### src/rtl/multi_frequency_divider.sv
// multi_frequency_divider: per-channel programmable clock dividers with glitch-free reload and Sync realign; defining FD_DUTY_EN adds the ConfigDuty port and a pending high-time per channel
module multi_frequency_divider #(
  parameter int WIDTH = 32,
  parameter int CHANNELS = 4,
  parameter int CSEL_W = 2
) (
  input logic Clk,
  input logic Reset,
  input logic [WIDTH-1:0] Din,
  input logic ConfigDiv,
  input logic [CSEL_W-1:0] ChanSel,
  input logic [CHANNELS-1:0] Enable,
  input logic Sync,
`ifdef FD_DUTY_EN
  input logic ConfigDuty,
`endif
  output logic [CHANNELS-1:0] ClkOut,
  output logic [CHANNELS-1:0] Tick,
  output logic [CHANNELS-1:0] Pending
);
  logic sel_ok;
  assign sel_ok = 32'(ChanSel) < 32'(CHANNELS);
  for (genvar i = 0; i < CHANNELS; i++) begin : g_ch
    logic [WIDTH-1:0] div, h, pdiv, cnt, nh;
    logic hit, wr_div, wr_duty, last, load, ck, tk, pend;
    assign hit = sel_ok && ChanSel == CSEL_W'(i);
    assign wr_div = hit && ConfigDiv && Din != '0;
    assign last = cnt == div - WIDTH'(1);
    assign load = pend && (Sync || !Enable[i] || last);
`ifdef FD_DUTY_EN
    logic [WIDTH-1:0] ph;
    assign wr_duty = hit && ConfigDuty;
    assign nh = ph;
    always_ff @(posedge Clk) ph <= Reset ? WIDTH'(1) : wr_duty ? Din : ph;
`else
    assign wr_duty = 1'b0;
    assign nh = pdiv == WIDTH'(1) ? WIDTH'(1) : pdiv >> 1;
`endif
    always_ff @(posedge Clk) begin
      if (Reset) begin
        div <= WIDTH'(1);
        h <= WIDTH'(1);
        pdiv <= WIDTH'(1);
        cnt <= '0;
        pend <= 1'b0;
        ck <= 1'b0;
        tk <= 1'b0;
      end else begin
        ck <= !Sync && Enable[i] && cnt < h;
        tk <= !Sync && Enable[i] && cnt == '0;
        cnt <= (Sync || !Enable[i] || last) ? '0 : cnt + WIDTH'(1);
        div <= load ? pdiv : div;
        h <= load ? nh : h;
        pend <= wr_div || wr_duty || (pend && !load);
        pdiv <= wr_div ? Din : pdiv;
      end
    end
    assign ClkOut[i] = ck;
    assign Tick[i] = tk;
    assign Pending[i] = pend;
  end
endmodule
### config.mk
export PLATFORM = sky130hd
export DESIGN_NAME = multi_frequency_divider
export DESIGN_NICKNAME = d
export VERILOG_FILES = /design/src/rtl/multi_frequency_divider.sv
export SDC_FILE = /design/constraint.sdc
export NUM_CORES = 1
export LEC_CHECK = 0
export ABC_AREA = 1
export BUFFER_PORTS_ARGS = -buffer_cell sky130_fd_sc_hd__buf_2
export CAP_MARGIN = 10
export CORE_MARGIN = 2
export CORE_UTILIZATION = 35
export DETAILED_ROUTE_END_ITERATION = 12
export GPL_TIMING_DRIVEN = 0
export MAX_ROUTING_LAYER = met4
export PLACE_DENSITY_LB_ADDON = 0.1
export REMOVE_ABC_BUFFERS = 1
export SETUP_SLACK_MARGIN = 0.02
export SLEW_MARGIN = 30
export SYNTH_ARGS = -nofsm -noshare
export SYNTH_HDL_FRONTEND = slang
export SYNTH_SLANG_ARGS = --single-unit
### constraint.sdc
create_clock -name Clk -period 7.2 [get_ports Clk]
set_input_delay 1.8 -clock Clk [delete_from_list [all_inputs] [get_ports Clk]]
set_output_delay 1.8 -clock Clk [all_outputs]
set_load 0.005 [all_outputs]
Word level (Yosys, flattened, before mapping)
Index checks and enable logic that the tools add are counted.

cells by class
  add/sub/neg operators = 8
  multiply operators = 0
  div/mod/pow operators = 0
  $lt $le $gt $ge = 4
  equal/unequal tests = 11
  shift-type cells = 0
  mux-type cells = 4
  bitwise operators = 0
  reduce and logical (&&, ||, !) cells = 59

operators by type and width
  operator               count
  $add 32x1->32 const B  4
  $eq 32x1->1 const B    4
  $eq 32x32->1           4
  $logic_not 32->1       4
  $lt 32x32->1           4
  $sub 32x1->32 const B  4
  $mux 31                4
  $reduce_bool 32->1     1
  $logic_and 1x1->1      28
  $logic_or 1x1->1       12
  $logic_not 1->1        9
  $reduce_or 2->1        4
  $eq 2x2->1 const B     2
  $eq 2x1->1 const B     1
  $logic_not 2->1        1

word-level totals
  register bits after elaboration = 524
  bits in latches = 0
  bits in writable memories = 0
  bits in read-only memories = 0
  input bits = 42
  output and inout bits = 12
  logic and storage cells = 114
  memories = 0

Depth between registers and ports, before layout
Gate-level depths: netlist of run 1.

  word-level depth = 7
  mapped depth = 20
  gate-level depth less buffers = 19

Least setup slack after synthesis of run 1
OpenSTA, ideal clock, no wires.

  path type = input to register
  start point = input port Din[31]
  end point = register g_ch[0].pend
  library setup time = 131 ps
  arrival time = 3049 ps
  required time = 7069 ps
  slack = 4021 ps
  cell stages on the path = 8
  path buffers = 1
  cell sequence = nor4_1 > nand4_1 > or2_1 > nand3b_1 > nor2_1 > inv_1 > buf_1 > o21ai_0

on the way
  longest elaborated chain between the ends = 3

ends and longest elaborated chain
  element               line  text
  start, declared       9     input logic [WIDTH-1:0] Din,
  $reduce_bool 32->1    27    assign wr_div = hit && ConfigDiv && Din != '0;
  $logic_and 1x1->1     27
  $logic_or 1x1->1      54    pend <= wr_div || wr_duty || (pend && !load);
  end signal, assigned  54
  end, declared         25    logic hit, wr_div, wr_duty, last, load, ck, tk, pend;

No other way between the ends.
A chain may end at the register's enable or synchronous reset.

==> results of run 1 <==
==> critical path: cells and delay by family <==
family / cells / cell delay, ns
compound gates: 1 / 0.08
buf+inv: 5 / 1.83
simple gates: 2 / 0.67
==> state kept, by name, summed over array words and instances, names as in the netlist <==
register and cells:
g_ch.h 124, g_ch.pdiv 128, g_ch.div 128, g_ch.cnt 128, g_ch.pend 4, g_ch.ck 4, g_ch.tk 4
==> metal layers <==
layer  share of wire [%]  vias up  GRT usage [%]
met3                 3.7      108          2.692
met1                  49    11610          28.48
met4                 2.0        0          4.449
met5                   0        -              -
li1                    -    13390              -
met2                  45      339          33.20
==> logic make-up after synthesis <==
kind of cell	Yosys count	share of synthesized area [%]
XOR/XNOR	165	5.203
adder cells (fa/ha/maj)	132	5.781
AND/OR/NAND/NOR	2134	33.57
AO/OA/AOI/OAI	577	10.49
flip-flops	520	36.44
buffers and inverters	597	8.514
==> power by group through the flow <==
stage                     clock network [mW]  registers, mW  logic, mW
after detailed placement                   0           3.05      0.512
final                                   3.18           2.99      0.510
after global routing                    3.38           2.99      0.573
after global placement                     0           3.05      0.496
after floorplan                            0           3.03      0.308
after CTS                               3.27           2.99      0.514
==> stage by stage <==
stage	util [%]	instance area, sq um	worst slack [ns]	cells	hold slack, ns
3_3_place_gp	36.44	29400	-6.828	5086	0.4482
5_1_grt	39.32	31730	2.870	5202	0.4733
4_1_cts	39.32	31720	3.172	5201	0.4613
2_1_floorplan	-	27810	2.052	3973	0.4233
6_report	39.32	31730	3.151	5202	0.4587
3_5_place_dp	36.78	29680	2.483	5094	0.4523
==> layout make-up <==
cell class	instances	area, sq um	area share (%)
repair buffers	61	475.5	1.499
multi-input cells	3008	15780	49.75
diodes	1	2.502	0.007888
clock inverters	22	280.3	0.8834
flip-flops and latches	520	10420	32.83
inverters	445	1677	5.285
clock buffers	85	1767	5.569
well taps	1060	1326	4.180
==> worst paths after layout <==
check,from,to,slack (ns),cells past startpoint
worst max-delay path,Reset,g_ch[0].pend$_SDFF_PP0_,3.15,8
worst min register to register,g_ch[1].h[22]$_SDFFE_PP0P_,g_ch[1].h[22]$_SDFFE_PP0P_,0.46,2
worst min-delay path,g_ch[1].h[22]$_SDFFE_PP0P_,g_ch[1].h[22]$_SDFFE_PP0P_,0.46,2
worst max register to register,g_ch[0].div[0]$_SDFFE_PP1P_,g_ch[0].h[5]$_SDFFE_PP0P_,3.31,17
==> placed cells by master, fill, tap and decap left out, drive strengths merged, types with 69 or more instances in the layout <==
master  instances
nand2         838
nor2          698
dfxtp         520
inv           442
a21oi         346
nand3         282
o21ai         186
ha            132
xor2          111
nand4          91
nor3           89
clkbuf         85
nor4           69
==> metrics.txt, run 1 <==
largest area contributor in the netlist=dfxtp_1; maximum fanout encountered on the critical timing path=93; DRC errors left=0; Setup violations, final=0; total gr overflow=0; main flop type after synthesis=dfxtp_1; clock-pin slew reported for the worst setup and hold paths after clock tree synthesis=0.06 ns; power consumption=6.676 mW; run status=finished clean; count of clock tree sinks=520; Critical Path AT=4.54 ns; share of total power in sequential cells=44.7%; CTS H-Tree Depth=2; static leakage power=13.06 nW; Synth async-reset ratio=0%; post-route setup TNS=0 ns; mean instance size in the synthesized netlist=6.926 sq um; cells along the critical path=buf_8 > buf_16 > clkinv_4 > buf_16 > nand3_2 > inv_1 > nand2_1 > o21ai_0; Overall Global Routing Usage=20.94%; sum of net half-perimeters after detailed placement=63650 microns; Worst Tran Pin Value=0.8082 ns; Chip Height=289.7 microns; net total in the final layout=4269; count of standard-cell rows=104; Final Cycle Share=56.24%; WP data required=7.69 ns; critical-path cell with the highest stage delay=nand3_2; area growth from synthesis to layout=11.04%; CTS tree=yes; number of optimization iterations in the first detailed-route pass=5; number of fill cells in the layout=8697; hold_buf cts=0; Slew Limit Fails=0; ANT nets after route=0; internal power consumption=4.989 mW; routed wire length=85120 microns; number of enable flip-flop cells after synthesis=0; Clk Tree Root Cell=clkbuf_16; number of global-route vias before repair=24100; Hold Vio Cnt, Final=0; area inside the core boundary=0.08068 sq mm; number of distinct library cells after synthesis=50; startpoint type of the worst setup path=primary input; Sw Share=25.27%; area enclosed by the die boundary=0.08393 sq mm; Psw=1.687 mW; skew final=0.01381 ns; number of buffers created by CTS=59; via count=25440; power per cell area=210.4 mW/mm^2; Min-Delay Path Class=flip-flop to flip-flop; pin count of the biggest net entering global routing=108; top cell type's share of synthesized area=36.44%; Port Buf Inserts=53; RSZ-0062 raised after global routing=false; # Post-CTS Setup Buffers=0; die width=289.7 microns; Initial Utilization=35.41%; Peak supply drop=0.0001765 V; Gates resized, CTS repair=0; clock group share of total power=47.6%; Fmax=0.2470 GHz; CP Class=primary input to flip-flop; routed length per instance=16.36 microns; number of synthesis warnings=0; worst slew margin relative to its limit=45.92%; number of vias per cell after detailed routing=4.891; DRC marker count from the first detailed-route iteration=1660; delay of the slowest cell on the worst path=0.56 ns; logic gate share of total power=7.6%; Max Cap Viol=0; Syn Std Cell Area=0.02857 sq mm; min cycle time layout=4.049 ns; number of synthesized register bits=520; GPL Wtd Cong=0.8776; Top-Level Pins=54; dominant cells by area after synthesis=dfxtp_1 36%, nand2_1 11%, nor2_1 8.8%, a21oi_1 6.1%, ha_1 5.8%; fraction of final layout cells with drive strength greater than 1=7.341%; category of the worst setup path capture point=flip-flop; Worst-Skew Late Latency=0.63 ns; cell occurring most often along the worst timing path=buf_16; Gate Count Post-Synth=4125; number of buffers between clock root and the deepest sink=3; global-route wire length before repair=136200 microns; most used standard cell by instance count after synthesis=nand2_1; list of most frequent post-synthesis cells=821 x nand2_1, 669 x nor2_1, 520 x dfxtp_1; antenna violations before repair=1; share of the yosys chip area belonging to registers=36.44%
No activity file was read; power rests on OpenSTA's default activity.
==> run 2, diff against run 1 <==
- ABC_AREA: 1 -> 0
- clock period: 7.2 -> 3.9 ns (I/O delays scaled with it)
==> run 2 against run 1 <==
- first-iteration DRC count decreased by 8.7%
- via count fell by 6.9%
- wire length down 0.94%
==> metrics.txt, run 2 <==
clock-pin slew reported for the worst setup and hold paths after clock tree synthesis=0.06 ns; Clk Tree Root Cell=clkbuf_16; via count=23690; Initial Utilization=35.23%; power per cell area=382.3 mW/mm^2; Slew Limit Fails=0; Gate Count Post-Synth=3443; internal power consumption=9.290 mW; Final Cycle Share=95.67%; run status=finished clean; category of the worst setup path capture point=flip-flop; GPL Wtd Cong=0.8727; fraction of final layout cells with drive strength greater than 1=7.245%; area growth from synthesis to layout=12.19%; number of enable flip-flop cells after synthesis=0; most frequent cells in the layout=519 x dfxtp_1, 350 x nand2_1, 324 x nand2b_1; Min-Delay Path Class=flip-flop to flip-flop; Overall Global Routing Usage=20.03%; Non-Filler Instances=4509; CP Class=flip-flop to flip-flop; Psw=3.059 mW; hold_buf cts=0; Max Cap Viol=0; count of clock tree sinks=520; static leakage power=12.36 nW; ANT nets after route=0; reg2reg start=g_ch[0].div[0]$_SDFFE_PP1P_; worst slew margin relative to its limit=35.31%; number of synthesized register bits=520; Syn Std Cell Area=0.02879 sq mm; number of global-route vias before repair=23110; Worst Tran Pin Value=0.9614 ns; total gr overflow=0; Fmax=0.2680 GHz; sum of net half-perimeters after detailed placement=61380 microns; Critical Path AT=4.24 ns; CTS H-Tree Depth=2; list of most frequent post-synthesis cells=520 x dfxtp_1, 353 x nand2_1, 324 x nand2b_1; largest area contributor in the netlist=dfxtp_1; startpoint type of the worst setup path=flip-flop; DRC errors left=0; die width=290.8 microns; clock group share of total power=47.1%; cell total after placement=4376; commonest non-fill, non-tap cell in the layout=dfxtp_1; Synth async-reset ratio=0%; dominant cells by area after synthesis=dfxtp_1 36%, nand2b_1 7.0%, mux2i_1 6.8%, ha_1 5.7%, nand2_1 4.6%; Hold Vio Cnt, Final=0; number of optimization iterations in the first detailed-route pass=5; count of standard-cell rows=105; number of buffers between clock root and the deepest sink=3; skew final=0.01453 ns; area inside the core boundary=0.08172 sq mm; number of buffers created by CTS=60; area of the multi-input gates=0.01708 sq mm; Port Buf Inserts=53; maximum fanout encountered on the critical timing path=17; share of total power in sequential cells=44.2%; Worst-Skew Late Latency=0.64 ns; RSZ-0062 raised after global routing=false; largest registers=g_ch.cnt (128), g_ch.div (128), g_ch.pdiv (128); logic gate share of total power=8.7%; pin count of the biggest net entering global routing=144; min cycle time layout=3.731 ns; number of distinct library cells after synthesis=76; top cell type's share of synthesized area=36.16%; Crit. Startpoint=g_ch[0].div[0]$_SDFFE_PP1P_; power consumption=12.35 mW; Sw Share=24.77%; DRC marker count from the first detailed-route iteration=1516; sequential cell area=0.01041 sq mm; number of vias per cell after detailed routing=5.254; antenna violations before repair=5; routed length per instance=18.70 microns; net total in the final layout=3562; mean instance size in the synthesized netlist=8.362 sq um; global-route wire length before repair=132600 microns; Peak supply drop=0.0002854 V; Chip Height=290.8 microns; CTS tree=yes; WP data required=4.41 ns; Setup violations, final=0; routed wire length=84320 microns; share of the yosys chip area belonging to registers=36.16%; startpoint of the tightest hold check path=g_ch[2].pdiv[3]$_SDFFE_PP0P_; number of fill cells in the layout=8308; most used standard cell by instance count after synthesis=dfxtp_1; Top-Level Pins=54; area enclosed by the die boundary=0.08457 sq mm; number of synthesis warnings=0; main flop type after synthesis=dfxtp_1
[run 2: cell types whose count changed in the layout (fill, tap and decap cells not counted), sizes merged, moves of 47 or more]
cell,delta
nand3,-202
o21ai,-82
a21oi,-183
nor4,+48
inv,-281
nand2,-484
nor2,-494
xnor2,+74
nand2b,+324
nor2b,+47
mux2i,+197
[run 2: final cells by class]
class                   instances  share of cell area, %
flip-flops and latches        520                  32.23
diodes                          2                0.01549
multi-input cells            2553                  52.88
clock inverters                18                 0.6430
well taps                    1070                  4.145
clock buffers                  93                  5.686
inverters                     158                  1.836
repair buffers                 95                  2.568
[run 2: power by group through the flow]
stage	Clock [mW]	Combinational [mW]	Sequential (mW)
global placement	0	0.971	5.58
CTS	5.99	1.06	5.46
finish	5.82	1.07	5.46
floorplan	0	0.589	5.55
detailed placement	0	1.04	5.58
global route	6.23	1.16	5.47
[run 2: worst paths after layout]
path                             endpoint  slack, ns  cells after the start
max reg2reg    g_ch[0].h[25]$_SDFFE_PP0P_       0.17                     12
min reg2reg  g_ch[2].pdiv[3]$_SDFFE_PP0P_       0.47                      2
max            g_ch[0].h[25]$_SDFFE_PP0P_       0.17                     12
min          g_ch[2].pdiv[3]$_SDFFE_PP0P_       0.47                      2
[run 2: metal layers]
layer	global-route usage, %	vias up	share of wire (%)	routed length, microns
met4	5.472	0	2.5	2114
met5	-	-	0	0
met3	2.233	106	3.5	2973
met1	27.44	11370	49	41320
li1	-	11830	-	-
met2	31.22	389	45	37920
[run 2: logic make-up (layout without fill, tap and decap cells)]
kind of cell	Yosys count	in the layout	synth area share, %
xor+xnor	267	267	8.122
other cells	0	2	0
flops	520	520	36.16
simple gates	1479	1481	27.35
mux	198	198	6.888
fa+ha+maj	132	132	5.736
buf+inv	372	364	5.406
compound gates	475	475	10.34
[run 2: timing repair]
action | CTS | global route
gates cloned | 0 | 2
gates resized for setup | 10 | 11
setup endpoints to repair | 219 | 285
setup buffers | 7 | 11
pin swaps | 6 | 7
[run 2: stage by stage]
step	util, %	setup slack (ns)	TNS [ns]	cell area (sq um)	hold WS (ns)
finish	39.53	0.1690	0	32300	0.4718
global placement	36.02	-7.250	-1928.73	29430	0.4566
floorplan	-	-0.8694	-86.84	27830	0.4384
detailed placement	36.66	-0.6271	-52.25	29960	0.4618
CTS	39.31	0.02292	0	32120	0.4731
global route	39.53	0.02305	0	32300	0.4876
[run 2: critical path, stage by stage, from the launching register on]
cell and delay (ns):
dfxtp_2 0.36, inv_1 0.12, ha_4 0.17, or4b_4 0.50, or4_4 0.63, nor4_2 0.30
o22ai_1 0.14, nor4b_2 0.27, nand4_1 0.19, buf_4 0.21, o31a_4 0.38, buf_12 0.17
mux2i_1 0.14
